$ cat config.mk
export PLATFORM = sky130hd
export DESIGN_NAME = dmem_arbiter
export DESIGN_NICKNAME = d
export VERILOG_FILES = /design/src/rtl/dmem_arbiter.sv
export SDC_FILE = /design/constraint.sdc
export NUM_CORES = 1
export LEC_CHECK = 0
export ABC_AREA = 1
export CELL_PAD_IN_SITES_DETAIL_PLACEMENT = 1
export CELL_PAD_IN_SITES_GLOBAL_PLACEMENT = 2
export CORE_UTILIZATION = 16
export CTS_BUF_LIST = sky130_fd_sc_hd__clkbuf_8
export DETAILED_ROUTE_END_ITERATION = 8
export GPL_ROUTABILITY_DRIVEN = 0
export PLACE_DENSITY_LB_ADDON = 0.1
export SYNTH_ARGS = -nofsm -noshare
export SYNTH_HDL_FRONTEND = slang
export SYNTH_SLANG_ARGS = --single-unit
$ cat constraint.sdc
create_clock -name clk -period 3.05 [get_ports clk]
set_clock_uncertainty 0.2 [all_clocks]
set_input_delay 0.61 -clock clk [delete_from_list [all_inputs] [get_ports clk]]
set_output_delay 0.61 -clock clk [all_outputs]
set_load 0.005 [all_outputs]
$ cat src/rtl/dmem_arbiter.sv
// dmem_arbiter: two-port round-robin arbiter with bounded lock bursts for single-port dmem (DMEM_ARB_FIXED_PRIO_EN selects fixed priority)
module dmem_arbiter #(
    parameter int AW       = 32,
    parameter int DW       = 32,
    parameter int MAX_LOCK = 4
) (
    input  logic          clk,
    input  logic          reset,
    input  logic          r0_req,
    input  logic          r0_lock,
    input  logic          r0_we,
    input  logic [AW-1:0] r0_addr,
    input  logic [DW-1:0] r0_wdata,
    output logic          r0_gnt,
    output logic          r0_rvalid,
    output logic [DW-1:0] r0_rdata,
    input  logic          r1_req,
    input  logic          r1_lock,
    input  logic          r1_we,
    input  logic [AW-1:0] r1_addr,
    input  logic [DW-1:0] r1_wdata,
    output logic          r1_gnt,
    output logic          r1_rvalid,
    output logic [DW-1:0] r1_rdata,
    output logic          mem_we,
    output logic [AW-1:0] mem_a,
    output logic [DW-1:0] mem_wd,
    input  logic [DW-1:0] mem_rd
);
    localparam int CW = $clog2(MAX_LOCK + 1);
    localparam logic [CW-1:0] MAXC = CW'(MAX_LOCK);

    typedef enum logic [1:0] {IDLE, OWN0, OWN1} state_t;

    state_t        state, state_nx;
    logic [CW-1:0] lock_cnt, cnt_nx, base;
    logic          gnt, sel, idle_sel, cont, lock;

`ifdef DMEM_ARB_FIXED_PRIO_EN
    assign idle_sel = ~r0_req;
`else
    logic last_gnt;
    assign idle_sel = (r0_req & r1_req) ? ~last_gnt : ~r0_req;
`endif

    // winner selection (owner keeps grant unless its burst hit the bound) and next burst state
    always_comb begin
        gnt      = (r0_req | r1_req) & ~reset;
        sel      = (state == OWN0 && r0_req) ? (lock_cnt == MAXC && r1_req) :
                   (state == OWN1 && r1_req) ? !(lock_cnt == MAXC && r0_req) : idle_sel;
        cont     = (state == OWN0 && !sel) || (state == OWN1 && sel);
        base     = cont ? lock_cnt : '0;
        lock     = sel ? r1_lock : r0_lock;
        state_nx = (gnt && lock && base < MAXC) ? (sel ? OWN1 : OWN0) : IDLE;
        cnt_nx   = (gnt && lock && base < MAXC) ? base + CW'(1) : '0;
    end

    assign r0_gnt = gnt & ~sel;
    assign r1_gnt = gnt & sel;
    assign mem_we = gnt & (sel ? r1_we : r0_we);
    assign mem_a  = sel ? r1_addr : r0_addr;
    assign mem_wd = sel ? r1_wdata : r0_wdata;

    // ownership state, burst length and round-robin history
    always_ff @(posedge clk or posedge reset) begin
        if (reset) begin
            state    <= IDLE;
            lock_cnt <= '0;
`ifndef DMEM_ARB_FIXED_PRIO_EN
            last_gnt <= 1'b1;
`endif
        end else begin
            state    <= state_nx;
            lock_cnt <= cnt_nx;
`ifndef DMEM_ARB_FIXED_PRIO_EN
            if (gnt) last_gnt <= sel;
`endif
        end
    end

    // capture read data for the read winner; valid pulses for one cycle
    always_ff @(posedge clk or posedge reset) begin
        if (reset) begin
            r0_rvalid <= 1'b0;
            r1_rvalid <= 1'b0;
            r0_rdata  <= '0;
            r1_rdata  <= '0;
        end else begin
            r0_rvalid <= r0_gnt & ~r0_we;
            r1_rvalid <= r1_gnt & ~r1_we;
            if (r0_gnt & ~r0_we) r0_rdata <= mem_rd;
            if (r1_gnt & ~r1_we) r1_rdata <= mem_rd;
        end
    end
endmodule

=== After elaboration in Yosys (flattened, before gate mapping) ===
Index checks and enable logic that the tools add are counted.

* Register bits: 72
* Input bits: 168
* Output and inout bits: 133
* Word-level logic and storage cells: 48

* Add/sub/neg operators: 1
* Order comparisons: 1
* Eq/ne operators: 3
* Mux-type cells: 11
* Bitwise operators: 14
* Reductions and logical operators: 11

{| class="wikitable"
|+ Operator list
! kind !! count
|-
| $mux W32 || 2
|-
| $logic_and A1 B1 Y1 || 8
|-
| $and A1 B1 Y1 || 7
|-
| $mux W3 || 2
|-
| $not A1 Y1 || 6
|-
| $mux W1 || 5
|-
| $mux W2 || 2
|-
| $add A3 B1 Y3 const B || 1
|-
| $eq A3 B3 Y1 const B || 1
|-
| $lt A3 B3 Y1 const B || 1
|-
| $eq A2 B1 Y1 const B || 1
|-
| $eq A2 B2 Y1 const B || 1
|-
| $logic_not A1 Y1 || 2
|-
| $logic_or A1 B1 Y1 || 1
|-
| $or A1 B1 Y1 || 1
|}

=== Depth between registers and ports, before layout ===
Gate-level depths: netlist of the first run.

* Depth in word-level cells: 12
* Depth in mapped cells: 11
* Mapped depth without buffers: 11

=== Least setup slack after synthesis of the first run ===
Ideal clock, no wire load.

* Kind: input to output
* Start point: input r1_req
* End point: output mem_a[0]
* Arrival time: 1.493 ns
* Data required time: 2.240 ns
* Setup slack: 0.747 ns
* Stages on the path: 8
* Buffers on the path: 2
* Cell sequence: inv_1 nor2_1 nand3_2 nand2_4 buf_2 buf_2 nand2_1 nand2_1

* Word-level cells in the longest chain between the ends: 5
* Elaborated cells between the ends (all ways): 7
* Classes of those cells: 4 x mux; 1 x bitwise; 2 x reduce/logical

{| class="wikitable"
|+ Ends and longest elaborated chain
! item !! line !! RTL
|-
| start, declared || 17 || <nowiki>input logic r1_req,</nowiki>
|-
| $and A1 B1 Y1 || 43 || <nowiki>assign idle_sel = (r0_req & r1_req) ? ~last_gnt : ~r0_req;</nowiki>
|-
| $mux W1 || 43 ||
|-
| $mux W1 || 50 || <nowiki>(state == OWN1 && r1_req) ? !(lock_cnt == MAXC && r0_req) : idle_sel;</nowiki>
|-
| $mux W1 * || 49 || <nowiki>sel = (state == OWN0 && r0_req) ? (lock_cnt == MAXC && r1_req) :</nowiki>
|-
| $mux W32 * || 61 || <nowiki>assign mem_a = sel ? r1_addr : r0_addr;</nowiki>
|-
| end, declared || 26 || <nowiki>output logic [AW-1:0] mem_a,</nowiki>
|}

Every way passes the cells marked *; elsewhere a longest branch is shown, timed or not.

=== Final worst setup path of the first run ===
* Start point: input r0_req
* End point: output mem_a[22]

* Word-level cells in the longest chain between the ends: 5
* Elaborated cells between the ends (all ways): 9
* Classes of those cells: 4 x mux; 2 x bitwise; 3 x reduce/logical

{| class="wikitable"
|+ Ends and longest elaborated chain
! item !! line !! RTL
|-
| start, declared || 9 || <nowiki>input logic r0_req,</nowiki>
|-
| $and A1 B1 Y1, or another cell as far along || 43 ||
|-
| $mux W1 / $logic_not A1 Y1 (equally long branches) || 43, 50 ||
|-
| $mux W1 || 50 ||
|-
| $mux W1 * || 49 ||
|-
| $mux W32 * || 61 ||
|}

Marks and branches as above.

==> reports/qor.json, run 1 <==
{
  "cpPeakStageDelay": {"value": 480, "unit": "ps"},
  "synth_adder_area_share": {"value": 0.335, "unit": "%"},
  "cts_buffers": {"value": 9},
  "min_delay_worst_endpoint": {"value": "last_gnt$_DFFE_PP1P_"},
  "post-synth-top-area-cell": {"value": "dfrtp_1"},
  "hold_violations_final": {"value": 0},
  "synth_area": {"value": 3730, "unit": "um^2"},
  "flow.area_growth_from_synthesis": {"value": 104, "unit": "%"},
  "final_cell_mix": {"value": "266 x nand2_1, 232 x clkdlybuf4s50_1, 71 x dfrtp_1"},
  "worst_reg_to_reg_path_cell_count": {"value": 14},
  "totalWireLength": {"value": 18.1, "unit": "mm"},
  "setup-violations-final": {"value": 0},
  "worst-r2r-setup-slack": {"value": 730, "unit": "ps"},
  "clk-insertion-delay-late": {"value": 350, "unit": "ps"},
  "clock_tree.htree_level_count": {"value": 3},
  "grt_first_pass_wirelength": {"value": 27.9, "unit": "mm"},
  "die_x": {"value": 155, "unit": "um"},
  "setup_tns": {"value": 0, "unit": "ps"},
  "cp_top_family": {"value": "buffers and inverters"},
  "critical-path-slowest-cell": {"value": "clkdlybuf4s50_1"},
  "max_freq": {"value": 333, "unit": "MHz"},
  "outcome": {"value": "finished, final reports clean"},
  "gr-usage-all-layers": {"value": 15.2, "unit": "%"},
  "design.portCount": {"value": 301},
  "main_combinational_cell_family_by_area_after_synthesis": {"value": "simple AND/OR/NAND/NOR gates"},
  "finalHoldWorstSlack": {"value": 274, "unit": "ps"},
  "post_synth_num_cell_types": {"value": 22},
  "synthesized_area_divided_by_synthesized_cell_count": {"value": 7.37, "unit": "um^2"},
  "min_delay_startpoint": {"value": "last_gnt$_DFFE_PP1P_"},
  "grt_start_max_net_pins": {"value": 37},
  "post-dp-hpwl": {"value": 14.0, "unit": "mm"},
  "buffer_ports.inserted": {"value": 300},
  "synthXorXnorAreaFrac": {"value": 0, "unit": "%"},
  "first_global_vias": {"value": 4772},
  "mostFrequentLayoutCell": {"value": "nand2_1"},
  "synth_top_area_share": {"value": 47.6, "unit": "%"},
  "final-max-slew-violation-count": {"value": 0},
  "power.static_leakage": {"value": 3.77, "unit": "nW"},
  "end_kind": {"value": "output port"},
  "cts_tree": {"value": "built"},
  "setup.worst_path.start_class": {"value": "input pin"},
  "via_count": {"value": 4426},
  "critical_path_class": {"value": "in -> out"},
  "start_util": {"value": 16.4, "unit": "%"},
  "drc_errors": {"value": 0},
  "synth-seq-area-share": {"value": 48.3, "unit": "%"},
  "cap_violations": {"value": 0},
  "worstPathArrival": {"value": 2190, "unit": "ps"},
  "cts_buffer_depth": {"value": 2},
  "die-area": {"value": 24000, "unit": "um^2"},
  "hold_critical_path_depth": {"value": 2},
  "route.detailed.vias_per_inst": {"value": 3.84},
  "final_net_count": {"value": 1005},
  "rsz0062_at_grt": {"value": "yes"},
  "clock_sink_count": {"value": 72},
  "area_share_of_and_or_nand_nor_cells_after_synthesis": {"value": 30.5, "unit": "%"},
  "drtIter0Drc": {"value": 140},
  "drt-pass1-iter-count": {"value": 4},
  "timing.critical_path.required": {"value": 2240, "unit": "ps"},
  "finalCriticalPeriod": {"value": 3000, "unit": "ps"},
  "finalCritPeriodShare": {"value": 98.4, "unit": "%"},
  "cts_root_buffer": {"value": "clkbuf_8"},
  "worst-path-max-fanout": {"value": 8},
  "floorplan.core_area": {"value": 22800, "unit": "um^2"},
  "r2r-end": {"value": "lock_cnt[1]$_DFF_PP0_"},
  "hold_class": {"value": "reg -> reg"},
  "placement_rows": {"value": 55},
  "power.ir.vdd_worst": {"value": 0.198, "unit": "mV"},
  "share_of_synthesized_area_spent_on_multiplexers": {"value": 0, "unit": "%"},
  "worst_slew_margin_rel": {"value": 69.4, "unit": "%"},
  "synth-seq-cells": {"value": 72},
  "synth-warning-count": {"value": 0},
  "synthesis.nets": {"value": 676},
  "p_per_area": {"value": 454, "unit": "nW/um^2"},
  "antenna_left": {"value": 0},
  "wl_per_cell": {"value": 15.6, "unit": "um"},
  "synth_area_in_compound_gates": {"value": 11.0, "unit": "%"},
  "antenna_cells_inserted": {"value": 0},
  "crit_chain": {"value": "clkdlybuf4s50_1 > inv_2 > nor2_4 > nand2_4 > inv_8 > buf_12 > bufbuf_16 > buf_4 > nand2_1 > nand2_2 > clkbuf_2"},
  "synth_area_leaders": {"value": "dfrtp_1 48%, nand2_1 27%, inv_1 4.7%"},
  "grt_overflow": {"value": 0},
  "worstReg2RegStart": {"value": "lock_cnt[1]$_DFF_PP0_"},
  "drive_above_1_share": {"value": 12.5, "unit": "%"},
  "cp_num_buf_inv": {"value": 7},
  "die-height": {"value": 155, "unit": "um"},
  "antenna_found_initial": {"value": 2},
  "filler_cell_count": {"value": 2702},
  "post_cts_hold_fix_bufs": {"value": 0},
  "cts_clk_pin_slew_worst_paths": {"value": 80, "unit": "ps"},
  "post_synth_inst_count": {"value": 507},
  "tightest_slew": {"value": 459, "unit": "ps"}
}
[power by group]
| group | internal [mW] | switching [mW] | total [mW] | leakage [nW] |
|---|---|---|---|---|
| Sequential | 1.15 | 0.108 | 1.25 | 0.907 |
| Combinational | 0.838 | 0.522 | 1.36 | 2.75 |
| Clock | 0.462 | 0.388 | 0.850 | 0.111 |
[cells in the mapped netlist, drive strengths merged]
cell	n
o21ai	65
dfstp	1
dfrtp	71
clkbuf	5
buf	23
nand2	269
ha	1
nor2	14
nand4	1
nand3	7
a21oi	1
inv	49
[registers in the layout (all words and copies together) (netlist names)]
signal / cells
r1_rvalid: 1
lock_cnt: 3
state: 2
r0_rdata: 32
last_gnt: 1
r0_rvalid: 1
r1_rdata: 32
[worst min-delay path: stages, from the launching register on]
cell and delay (ps):
dfstp_2 370, nand2_1 50, nand2_1 50
[timing repair]
action | 4_1_cts | 5_1_grt
pin swaps | 3 | 4
gates cloned | 5 | 0
setup endpoints to repair | 67 | 7
gates resized for setup | 86 | 13
setup buffers | 15 | 4
[how the worst max path moves through the flow]
stage	endpoint	cells past startpoint	slack, ps	startpoint
after floorplan	lock_cnt[0]$_DFF_PP0_	1	420	reset
after global placement	mem_wd[23]	9	-240	r1_req
after detailed placement	mem_a[22]	9	-310	r1_req
after CTS	mem_a[22]	11	-50	r0_req
after global routing	mem_a[22]	11	-8	r0_req
final	mem_a[22]	11	50	r0_req
[routing by layer]
metal  share of wire (%)  GRT usage [%]
met1                  39           16.6
met2                  52           28.3
met3                 8.0           5.24
met4                0.76           3.25
met5                0.17              0
[stage by stage]
step           utilization (%)  total power, mW  cells  setup WS (ps)  cell area (um^2)
2_1_floorplan                -             1.67    507            417              3730
3_3_place_gp              31.5             2.60   1114           -239              7170
3_5_place_dp              31.5             2.63   1114           -308              7170
4_1_cts                   33.5             3.54   1150          -52.0              7630
5_1_grt                   33.5             3.71   1154          -8.27              7630
6_report                  33.5             3.46   1154           50.2              7630
[layout make-up]
cell class              instances  area, um^2  area share [%]
clock buffers                   9         124            1.62
repair buffers                346        3460            45.3
inverters                      49         191            2.51
flip-flops and latches         72        1800            23.6
well taps                     313         392            5.13
multi-input cells             358        1570            20.6
clock inverters                 7        93.8            1.23
[kinds of logic (layout without fill, tap and decap cells)]
group / count (synthesis) / count (layout)
flip-flops: 72 / 72
buffers and inverters: 77 / 411
AO/OA/AOI/OAI: 66 / 66
AND/OR/NAND/NOR: 291 / 291
adder cells (fa/ha/maj): 1 / 1
Power figures use the tool's default switching activity.
==> run 2: changes to the inputs <==
- CORE_UTILIZATION: 16 -> 17
- clock period: 3.05 -> 3.6 ns (I/O delays scaled with it)
==> run 2 against run 1 <==
  * Sequential share of layout area is 0.78 points higher
  * Cell count is 5.8% lower
  * Count of clock-buffer cells in the layout is 1 higher
  * Clock power down 25%
  * Utilization is 1.2 points higher
  * Global-route usage is 1.1 points lower
  * Worst setup slack better by 120 ps
  * Via count decreased by 1.9%
  * Sequential cell count is the same
==> reports/qor.json, run 2 (synthesized netlist as in run 1, its figures left out) <==
{
  "drive_above_1_share": {"value": 8.37, "unit": "%", "change": "-4.1 points"},
  "grt_first_pass_wirelength": {"value": 24.3, "unit": "mm", "change": "-13%"},
  "worst_slew_margin_rel": {"value": 55.0, "unit": "%", "change": "-14 points"},
  "placement.setup.worst_slack": {"value": 4.23, "unit": "ps", "change": "+312 ps"},
  "setup.worst_path.start_class": {"value": "input pin"},
  "route.detailed.vias_per_inst": {"value": 4.00, "change": "+4.2%"},
  "registers_with_the_most_flip_flops": {"value": "r0_rdata: 32 flops, r1_rdata: 32 flops, lock_cnt: 3 flops"},
  "cpPeakStageDelay": {"value": 560, "unit": "ps", "change": "+80 ps"},
  "max_freq": {"value": 291, "unit": "MHz"},
  "final_cell_mix": {"value": "298 x clkdlybuf4s50_1, 267 x nand2_1, 71 x dfrtp_1"},
  "ff_latch_area": {"value": 1800, "unit": "um^2", "change": "unchanged"},
  "power.static_leakage": {"value": 3.50, "unit": "nW", "change": "-7.2%"},
  "finalCritPeriodShare": {"value": 95.4, "unit": "%"},
  "finalCriticalPeriod": {"value": 3430, "unit": "ps"},
  "first_global_vias": {"value": 4444, "change": "-6.9%"},
  "cts_buffer_depth": {"value": 2, "change": "unchanged"},
  "outcome": {"value": "finished, final reports clean"},
  "wl_per_cell": {"value": 15.8, "unit": "um", "change": "+0.69%"},
  "detailed_place.area": {"value": 7020, "unit": "um^2", "change": "-2.1%"},
  "gr-usage-all-layers": {"value": 14.1, "unit": "%", "change": "-1.1 points"},
  "end_kind": {"value": "output port"},
  "timing.critical_path.required": {"value": 2680, "unit": "ps", "change": "+440 ps"},
  "cts_clk_pin_slew_worst_paths": {"value": 70, "unit": "ps", "change": "about the same"},
  "power.ir.vdd_worst": {"value": 0.153, "unit": "mV", "change": "-23%"},
  "worstPathArrival": {"value": 2510, "unit": "ps", "change": "+320 ps"},
  "antenna_found_initial": {"value": 0, "change": "-2"},
  "cts_buffers": {"value": 9, "change": "unchanged"},
  "die_x": {"value": 150, "unit": "um", "change": "-2.9%"},
  "stdcell_area": {"value": 7390, "unit": "um^2", "change": "-3.2%"},
  "totalWireLength": {"value": 17.1, "unit": "mm", "change": "-5.2%"},
  "setup-violations-final": {"value": 0, "change": "unchanged"},
  "clock_tree.htree_level_count": {"value": 3, "change": "unchanged"},
  "flow.area_growth_from_synthesis": {"value": 97.9, "unit": "%"},
  "rsz0062_at_grt": {"value": "no"},
  "critical_path_class": {"value": "in -> out"},
  "drt-pass1-iter-count": {"value": 4, "change": "unchanged"},
  "drc_errors": {"value": 0, "change": "unchanged"},
  "worst-r2r-setup-slack": {"value": 1230, "unit": "ps", "change": "+500 ps"},
  "post-dp-hpwl": {"value": 12.9, "unit": "mm", "change": "-7.5%"},
  "hold_class": {"value": "reg -> reg"},
  "clock_sink_count": {"value": 72, "change": "unchanged"},
  "clk-insertion-delay-late": {"value": 340, "unit": "ps", "change": "about the same"},
  "placement_rows": {"value": 53, "change": "-3.6%"},
  "postLayoutSetupSlackWorst": {"value": 166, "unit": "ps", "change": "+115 ps"},
  "final-max-slew-violation-count": {"value": 0, "change": "unchanged"},
  "post_cts_hold_fix_bufs": {"value": 0, "change": "unchanged"},
  "crit_chain": {"value": "clkdlybuf4s50_1 > inv_1 > nor2_4 > nand2_8 > buf_4 > buf_4 > nor2_4 > clkdlybuf4s50_1"},
  "cts_tree": {"value": "built"},
  "mostFrequentLayoutCell": {"value": "clkdlybuf4s50_1"},
  "final_net_count": {"value": 976, "change": "-2.9%"},
  "worst_reg_to_reg_path_cell_count": {"value": 10, "change": "-4"},
  "antenna_cells_inserted": {"value": 0, "change": "unchanged"},
  "buffer_ports.inserted": {"value": 300, "change": "unchanged"},
  "antenna_left": {"value": 0, "change": "unchanged"},
  "finalHoldWorstSlack": {"value": 276, "unit": "ps", "change": "+2.31 ps"},
  "critical-path-slowest-cell": {"value": "clkdlybuf4s50_1"},
  "via_count": {"value": 4343, "change": "-1.9%"},
  "start_util": {"value": 17.5, "unit": "%", "change": "+1.1 points"},
  "floorplan.core_area": {"value": 21300, "unit": "um^2", "change": "-6.5%"},
  "filler_cell_count": {"value": 2539, "change": "-6.0%"},
  "worst-path-max-fanout": {"value": 8, "change": "unchanged"},
  "hold_critical_path_depth": {"value": 2, "change": "unchanged"},
  "design.portCount": {"value": 301, "change": "unchanged"},
  "hold_violations_final": {"value": 0, "change": "unchanged"},
  "post_layout_total_power": {"value": 2.85, "unit": "mW", "change": "-18%"},
  "grt_overflow": {"value": 0, "change": "unchanged"},
  "multiInputGateArea": {"value": 1590, "unit": "um^2", "change": "+1.0%"},
  "drtIter0Drc": {"value": 142, "change": "+1.4%"},
  "cts_root_buffer": {"value": "clkbuf_8"},
  "p_per_area": {"value": 385, "unit": "nW/um^2", "change": "-15%"},
  "die-height": {"value": 150, "unit": "um", "change": "-2.9%"},
  "tightest_slew": {"value": 675, "unit": "ps", "change": "+216 ps"},
  "die-area": {"value": 22600, "unit": "um^2", "change": "-5.8%"},
  "cap_violations": {"value": 0, "change": "unchanged"},
  "grt_start_max_net_pins": {"value": 73, "change": "+97%"}
}
run 2: cell count changes in the layout (fill, tap and decap cells not counted), moves of 3 or more:
cell and delta:
buf_12 -4, clkdlybuf4s50_1 +66, buf_16 -4, clkbuf_2 -7, dlygate4sd2_1 -59, clkbuf_16 +3
buf_4 -25
run 2: worst max-delay path, delay by kind of cell:
family,cells,cell delay (ps)
AND/OR/NAND/NOR,3,410
buffers and inverters,5,1390
run 2: routing by layer:
metal  vias to the layer above  GRT usage [%]  wire length, um
met5                         -              0                0
met4                         0           2.78              209
met3                        14           4.00             1100
met2                       147           25.6             8840
met1                      2047           16.4             6990
li1                       2135              -                -
run 2: where the power goes:
part | total [mW] | switching (mW) | internal [mW]
logic | 1.15 | 0.433 | 0.718
registers | 1.06 | 0.0865 | 0.971
clock network | 0.640 | 0.305 | 0.336
run 2: area by class of cell:
cell class                      count  area share [%]
Clock buffer                       10            1.86
Multi-Input combinational cell    358            21.5
Tap cell                          275            4.66
Inverter                           49            2.67
Sequential cell                    72            24.4
Clock inverter                      6           0.813
Timing Repair Buffer              317            44.1
run 2: timing repair:
action	4_1_cts	5_1_grt
cloned	0	4
pin swaps	0	4
buffers inserted	0	3
setup endpoints to repair	1	64
resized for setup	1	15
run 2: through the flow:
step           util [%]  cells  setup TNS [ps]
4_1_cts            33.9   1080               0
3_5_place_dp       33.0   1064               0
2_1_floorplan         -    507               0
6_report           34.7   1087               0
5_1_grt            34.7   1087               0
3_3_place_gp       33.0   1064           -9.81
run 2: path summary, 6_finish.rpt:
check | from | endpoint
min reg2reg | last_gnt$_DFFE_PP1P_ | last_gnt$_DFFE_PP1P_
max | r0_req | r0_gnt
min in group asynchronous | reset | r1_rdata[8]$_DFFE_PP0P_
max in group asynchronous | reset | last_gnt$_DFFE_PP1P_
max reg2reg | state[0]$_DFF_PP0_ | r1_rdata[6]$_DFFE_PP0P_
min | last_gnt$_DFFE_PP1P_ | last_gnt$_DFFE_PP1P_
